File: src/rtl/alu_pkg.sv
// ALU control codes, queue states and the response record for the ALU responder.
package alu_pkg;

    localparam logic [2:0] ALU_AND = 3'b000;
    localparam logic [2:0] ALU_OR  = 3'b001;
    localparam logic [2:0] ALU_ADD = 3'b010;
    localparam logic [2:0] ALU_SUB = 3'b110;
    localparam logic [2:0] ALU_SLT = 3'b111;

    localparam int ALU_W = 32;

    typedef struct packed {
        logic [ALU_W-1:0] result;
        logic             zero;
        logic             illegal;
    } alu_rsp_t;

    // Occupancy of the 2-entry response queue.
    typedef enum logic [1:0] {
        Q_EMPTY = 2'd0,
        Q_ONE   = 2'd1,
        Q_FULL  = 2'd2
    } q_state_t;

endpackage

File: src/rtl/alu_core.sv
// Purpose: combinational MIPS ALU (AND/OR/ADD/SUB/SLT) with zero and illegal-code flags.
// Latency: 0 cycles, purely combinational.
// Backpressure: none; the caller decides when the result is captured.
module alu_core
    import alu_pkg::*;
#(
    parameter int WIDTH = 32
) (
    input  logic [WIDTH-1:0] a,
    input  logic [WIDTH-1:0] b,
    input  logic [2:0]       ctrl,
    output logic [WIDTH-1:0] result,
    output logic             zero,
    output logic             illegal
);

    always_comb begin
        result  = '0;
        illegal = 1'b0;
        case (ctrl)
            ALU_AND: result = a & b;
            ALU_OR:  result = a | b;
            ALU_ADD: result = a + b;
            ALU_SUB: result = a - b;
            // True signed compare: no overflow artefacts from a - b.
            ALU_SLT: result = {{(WIDTH-1){1'b0}}, ($signed(a) < $signed(b))};
            default: illegal = 1'b1;
        endcase
        zero = (result == '0);
    end

endmodule

File: src/rtl/alu_resp_unit.sv
// Purpose: valid/ready ALU responder; results captured into a 2-entry response queue.
// Latency: 1 cycle from request accept to response visible on rsp_*.
// Backpressure: req_ready drops only when the queue is full, independent of rsp_ready.
module alu_resp_unit
    import alu_pkg::*;
#(
    parameter int WIDTH = 32,
    parameter int DEPTH = 2
) (
    input  logic             clk,
    input  logic             reset,
    input  logic             req_valid,
    output logic             req_ready,
    input  logic [WIDTH-1:0] req_a,
    input  logic [WIDTH-1:0] req_b,
    input  logic [2:0]       req_ctrl,
    output logic             rsp_valid,
    input  logic             rsp_ready,
    output logic [WIDTH-1:0] rsp_result,
    output logic             rsp_zero,
    output logic             rsp_illegal
);

    logic [WIDTH-1:0] core_result;
    logic             core_zero;
    logic             core_illegal;

    alu_core #(.WIDTH(WIDTH)) u_core (
        .a       (req_a),
        .b       (req_b),
        .ctrl    (req_ctrl),
        .result  (core_result),
        .zero    (core_zero),
        .illegal (core_illegal)
    );

    q_state_t         state;
    logic             wr_ptr;
    logic             rd_ptr;
    logic [WIDTH-1:0] res_q [DEPTH];
    logic [DEPTH-1:0] zero_q;
    logic [DEPTH-1:0] illegal_q;

    logic accept;
    logic dequeue;

    assign req_ready = (state != Q_FULL);
    assign rsp_valid = (state != Q_EMPTY);
    assign accept    = req_valid && req_ready;
    assign dequeue   = rsp_valid && rsp_ready;

    // Outputs forced to zero when nothing is queued so stale entries never leak.
    assign rsp_result  = rsp_valid ? res_q[rd_ptr] : '0;
    assign rsp_zero    = rsp_valid && zero_q[rd_ptr];
    assign rsp_illegal = rsp_valid && illegal_q[rd_ptr];

    always_ff @(posedge clk or posedge reset) begin
        if (reset) begin
            state     <= Q_EMPTY;
            wr_ptr    <= 1'b0;
            rd_ptr    <= 1'b0;
            zero_q    <= '0;
            illegal_q <= '0;
            for (int i = 0; i < DEPTH; i++) begin
                res_q[i] <= '0;
            end
        end else begin
            if (accept) begin
                res_q[wr_ptr]     <= core_result;
                zero_q[wr_ptr]    <= core_zero;
                illegal_q[wr_ptr] <= core_illegal;
                wr_ptr            <= ~wr_ptr;
            end
            if (dequeue) begin
                rd_ptr <= ~rd_ptr;
            end
            case (state)
                Q_EMPTY: if (accept) state <= Q_ONE;
                Q_ONE: begin
                    if (accept && !dequeue)      state <= Q_FULL;
                    else if (!accept && dequeue) state <= Q_EMPTY;
                end
                Q_FULL:  if (dequeue) state <= Q_ONE;
                default: state <= Q_EMPTY;
            endcase
        end
    end

endmodule

File: config.mk
export PLATFORM = sky130hd
export DESIGN_NAME = alu_resp_unit
export DESIGN_NICKNAME = d
export VERILOG_FILES = /design/src/rtl/alu_pkg.sv /design/src/rtl/alu_core.sv /design/src/rtl/alu_resp_unit.sv
export SDC_FILE = /design/constraint.sdc
export NUM_CORES = 1
export LEC_CHECK = 0
export BUFFER_PORTS_ARGS = -buffer_cell sky130_fd_sc_hd__buf_2
export CORE_UTILIZATION = 60
export DETAILED_ROUTE_END_ITERATION = 6
export PLACE_DENSITY_LB_ADDON = 0.15
export SLEW_MARGIN = 20
export SYNTH_ARGS = -nofsm -noshare
export SYNTH_HDL_FRONTEND = slang
export SYNTH_SLANG_ARGS = --single-unit
export TNS_END_PERCENT = 10
File: constraint.sdc
create_clock -name clk -period 2.05 [get_ports clk]
set_input_delay 0 -clock clk [delete_from_list [all_inputs] [get_ports clk]]
set_output_delay 0 -clock clk [all_outputs]
set_load 0.01 [all_outputs]
==> flow_metrics.tcl, run 1 <==
set metrics [dict create \
    synth_fa_ha_area_frac 0.154 \
    synth-compound-area-share 0.249 \
    error_line "[ERROR GRT-0116] Global routing finished with congestion. Check the congestion regions in the DRC Viewer." \
    ios 107 \
    synth_edf_count 0 \
    globalplace.congestion 1.04 \
    synth_ff_type "dfrtp_1" \
    die_y_um 120 \
    syn_area_per_cell_um2 7.83 \
    h-tree-depth 3 \
    cts_inserted_buffers 9 \
    die_w_um 120 \
    yosys.area_share.xor_xnor 0.0284 \
    synthTopCellsByArea "dfrtp_1 22%, ha_1 15%, mux2i_1 6.1%, a21oi_1 5.8%, mux2_2 5.4%" \
    grt_pass1_vias 13504 \
    ys_types 72 \
    syn_inst 1064 \
    lastStage "global routing (5_1_grt)" \
    grt_start_max_net_pins 51 \
    root_buffer "clkbuf_16" \
    seq_area_frac_synth 0.216 \
    synth_top_family_by_area "compound AO/OA/AOI/OAI gates" \
    dp_hpwl_mm 27.1 \
    port_buffers 106 \
    synth_simple_gate_area_frac 0.158 \
    overflow 3 \
    ys_async_sr_fraction 1.00 \
    cts_sinks 72 \
    place_ws_ns -1.86 \
    initial_utilization 0.621 \
    syn_area_um2 8330 \
    ys_ff_latch 72 \
    grt_pass1_wl_mm 82.6 \
    synth_mux_area_frac 0.115 \
    status "aborted with a tool error" \
    ys_warn_count 0 \
    clk_path_buf_depth 2 \
    grt_usage 0.777 \
    rows 42 \
    synth.largest_area_cell "dfrtp_1" \
    syn_nets 1236 \
    synth_top_area_frac 0.216 \
]
[cell families after synthesis]
family	after synthesis
compound gates	314
xor+xnor	27
fa+ha+maj	101
buf+inv	173
flops	72
mux	91
simple gates	286
[through the flow]
step	utilization	hold WS (ns)	std cells	instance area, um2
2_1_floorplan	-	0.0631	1064	8430
3_5_place_dp	0.875	0.0528	1649	11700
4_1_cts	0.932	0.0964	1674	12500
3_3_place_gp	0.875	0.0392	1649	11700
[layer usage]
| metal | GRT overflow | track usage |
|---|---|---|
| met1 | 0 | 0.767 |
| met2 | 2 | 0.932 |
| met3 | 0 | 0.658 |
| met4 | 1 | 0.745 |
| met5 | 0 | 0.412 |
[Yosys cell counts (all sizes together), types with 7 or more instances]
| cell type | instances |
|---|---|
| inv | 114 |
| a31oi | 11 |
| buf | 12 |
| dfrtp | 72 |
| ha | 99 |
| nor4 | 10 |
| a221oi | 7 |
| a21o | 8 |
| nor2 | 113 |
| o21a | 9 |
| o31ai | 12 |
| mux2i | 51 |
| nor2b | 11 |
| nand4 | 8 |
| nand2b | 9 |
| o22ai | 16 |
| a211oi | 23 |
| clkbuf | 46 |
| xnor2 | 24 |
| a21oi | 97 |
| nand2 | 73 |
| o21bai | 7 |
| o21ai | 57 |
| nand3 | 9 |
| mux2 | 40 |
| nor3 | 24 |
[repair_timing]
| action | in CTS |
|---|---|
| buffers inserted | 7 |
| gates resized for setup | 74 |
| endpoints found under the setup margin | 60 |
| hold buffers | 2 |
| pin swaps | 29 |
| endpoints found under the hold margin | 23 |
==> run 2, diff against run 1 <==
Settings changed: CORE_UTILIZATION 60 to 40.
==> run 2 against run 1 <==
The flow now finishes, with violations (setup timing). Area after synthesis is the same. Synthesized cell count is the same.
==> flow_metrics.tcl, run 2 <==
set metrics [dict create \
    drt-total-wl_mm 30.1 \
    pwr-share-seq 0.268 \
    worst_setup_path_start_kind "input pin" \
    port_buffers 106 \
    synthTopCellsByArea "dfrtp_1 22%, ha_1 15%, mux2i_1 6.1%, a21oi_1 5.8%, mux2_2 5.4%" \
    fin_crit_ns 3.44 \
    worstPathMaxFanout 4 \
    vias 9389 \
    overflow 0 \
    syn_area_per_cell_um2 7.83 \
    vdd_drop_max_mv 0.614 \
    ys_warn_count 0 \
    clk_path_buf_depth 2 \
    min_path_type "in -> reg" \
    finalCritPeriodShare 1.68 \
    die_y_um 146 \
    stdcell_area_um2 12800 \
    ys_types 72 \
    num_antenna_cells 0 \
    ant_nets 0 \
    violations "setup timing" \
    grt_pass1_vias 9395 \
    crit_type "in -> reg" \
    tightest_slew_ns 0.610 \
    rows 52 \
    drcViolationCount 0 \
    synth_common_cells "114 x inv_1, 113 x nor2_1, 99 x ha_1" \
    seq_area_frac_synth 0.216 \
    dp_cells 1755 \
    path_clk_slew_ns 0.05 \
    cts_inserted_buffers 9 \
    synth.largest_area_cell "dfrtp_1" \
    h-tree-depth 3 \
    synth_ff_type "dfrtp_1" \
    largest_reg_flops 64 \
    wire_per_inst_um 16.9 \
    setup_viol 53 \
    syn_area_um2 8330 \
    finish.net_count 1680 \
    skew_ns 0.00390 \
    hold_ws_ns 0.0586 \
    cp.arrival_ns 3.67 \
    finalMaxSlewViolations 0 \
    mostFrequentLayoutCell "buf_4" \
    drt_iter0_markers 540 \
    p_switching_mw 3.44 \
    ys_async_sr_fraction 1.00 \
    root_buffer "clkbuf_16" \
    syn_inst 1064 \
    core_um2 20300 \
    yosysMostFrequentCell "inv_1" \
    finalHoldViolCount 0 \
    layout_setup_ws_ns -1.39 \
    p_leak_nw 6.48 \
    p_comb_frac 0.552 \
    cts_tree "yes" \
    final_cells 1783 \
    fin_setup_tns_ns -22.15 \
    initial_utilization 0.410 \
    status "finished, violations left" \
    ys_ff_latch 72 \
    clkPwrFrac 0.179 \
    vias_per_cell 5.27 \
    firstDrtPassIters 5 \
    synth_top_area_frac 0.216 \
    regMostFlops "res_q" \
    endpoint_kind "register" \
    grt_start_max_net_pins 52 \
    ios 107 \
    clkLatencyLatePin_ns 0.33 \
    p_sw_frac 0.381 \
    mostFrequentLayoutCells "376 x buf_4, 110 x nor2_1, 106 x inv_1" \
    globalplace.congestion 0.952 \
    fmax_mhz 291 \
    powerDensity_nw_per_um2 703 \
    dp_hpwl_mm 24.3 \
    synthToLayoutAreaGrowth_pct 54.2 \
    slew-limit-headroom 0.591 \
    cts_sinks 72 \
    cp_data_required_time_ns 2.28 \
    grt_usage 0.281 \
    synth_edf_count 0 \
    internal-power_mw 5.59 \
    rsz0062_at_grt "true" \
    reg2reg_depth 5 \
    dieArea_um2 21400 \
    dpl_cell_area_um2 12000 \
    grt_pass1_wl_mm 48.1 \
    syn_nets 1236 \
    drive_gt1_frac 0.428 \
    drv_cap 0 \
    hold_depth 3 \
    die_w_um 146 \
    antenna_found_initial 0 \
]
[run 2: cell counts after synthesis]
No cell type changed its count.
[run 2: per-stage QoR]
stage | power [mW] | utilization | worst slack (ns)
2_1_floorplan | 5.14 | - | -1.39
3_3_place_gp | 7.07 | 0.589 | -1.96
3_5_place_dp | 7.18 | 0.589 | -2.02
4_1_cts | 9.01 | 0.625 | -1.29
5_1_grt | 9.63 | 0.633 | -1.46
6_report | 9.03 | 0.633 | -1.39
[run 2: cell type report]
class | instances | area [um2]
fill | 1884 | 7460
tap | 270 | 338
multi-input combinational | 819 | 6390
sequential | 72 | 1800
clock inverter | 2 | 35.0
inverter | 115 | 449
clock buffer | 14 | 284
timing repair buffer | 491 | 3540
[run 2: power by group through the flow]
stage / Clock, mW / Sequential, mW / Combinational [mW]
final: 1.62 / 2.42 / 4.98
after global routing: 1.70 / 2.50 / 5.43
after CTS: 1.66 / 2.43 / 4.92
after detailed placement: 0 / 2.44 / 4.73
after global placement: 0 / 2.40 / 4.67
after floorplan: 0 / 2.33 / 2.82
[run 2: per-layer routing]
layer / global-route usage / routed length (um)
met5: 0 / 0
met1: 0.389 / 13900
met2: 0.457 / 13700
met4: 0.0745 / 576
met3: 0.0403 / 1840
[run 2: critical path, stage by stage]
cell and delay [ns]:
buf_12 0.11, inv_12 0.04, ha_4 0.19, or4_4 0.56, or4_4 0.44, a21oi_4 0.16
nor3_4 0.06, o41a_1 0.48, o21a_1 0.23, a211o_1 0.26, a22oi_2 0.24, nand2b_1 0.09
or4_4 0.56, o32ai_4 0.23
[run 2: path summary, 6_finish.rpt]
| path | slack, ns | to | start |
|---|---|---|---|
| min | 0.06 | wr_ptr$_DFFE_PP0P_ | req_valid |
| max | -1.39 | zero_q[0]$_DFFE_PP0P_ | req_a[5] |
| min reg2reg | 0.48 | res_q[29]$_DFFE_PP0P_ | res_q[29]$_DFFE_PP0P_ |
| max reg2reg | 0.40 | res_q[54]$_DFFE_PP0P_ | state[0]$_DFFE_PP0P_ |
| min in group asynchronous | 0.26 | res_q[38]$_DFFE_PP0P_ | reset |
| max in group asynchronous | 1.13 | rd_ptr$_DFFE_PP0P_ | reset |
[run 2: cells by family (layout without fill, tap and decap cells)]
family / count (synthesis) / after routing / synth area share
adders and majority gates: 101 / 101 / 0.154
xor gates and xnor gates: 27 / 27 / 0.0284
and+or+nand+nor: 286 / 286 / 0.158
DFF: 72 / 72 / 0.216
muxes: 91 / 91 / 0.115
buffers and inverters: 173 / 622 / 0.0790
AOI/OAI and AO/OA: 314 / 314 / 0.249
[run 2: repair_timing]
item,in CTS,in global routing
hold endpoints to repair,26,0
hold buffers,2,0
resized for setup,75,28
setup buffers,8,2
endpoints found under the setup margin,56,55
pin swaps,37,16
Note: power is estimated with default switching activity, not from simulation.
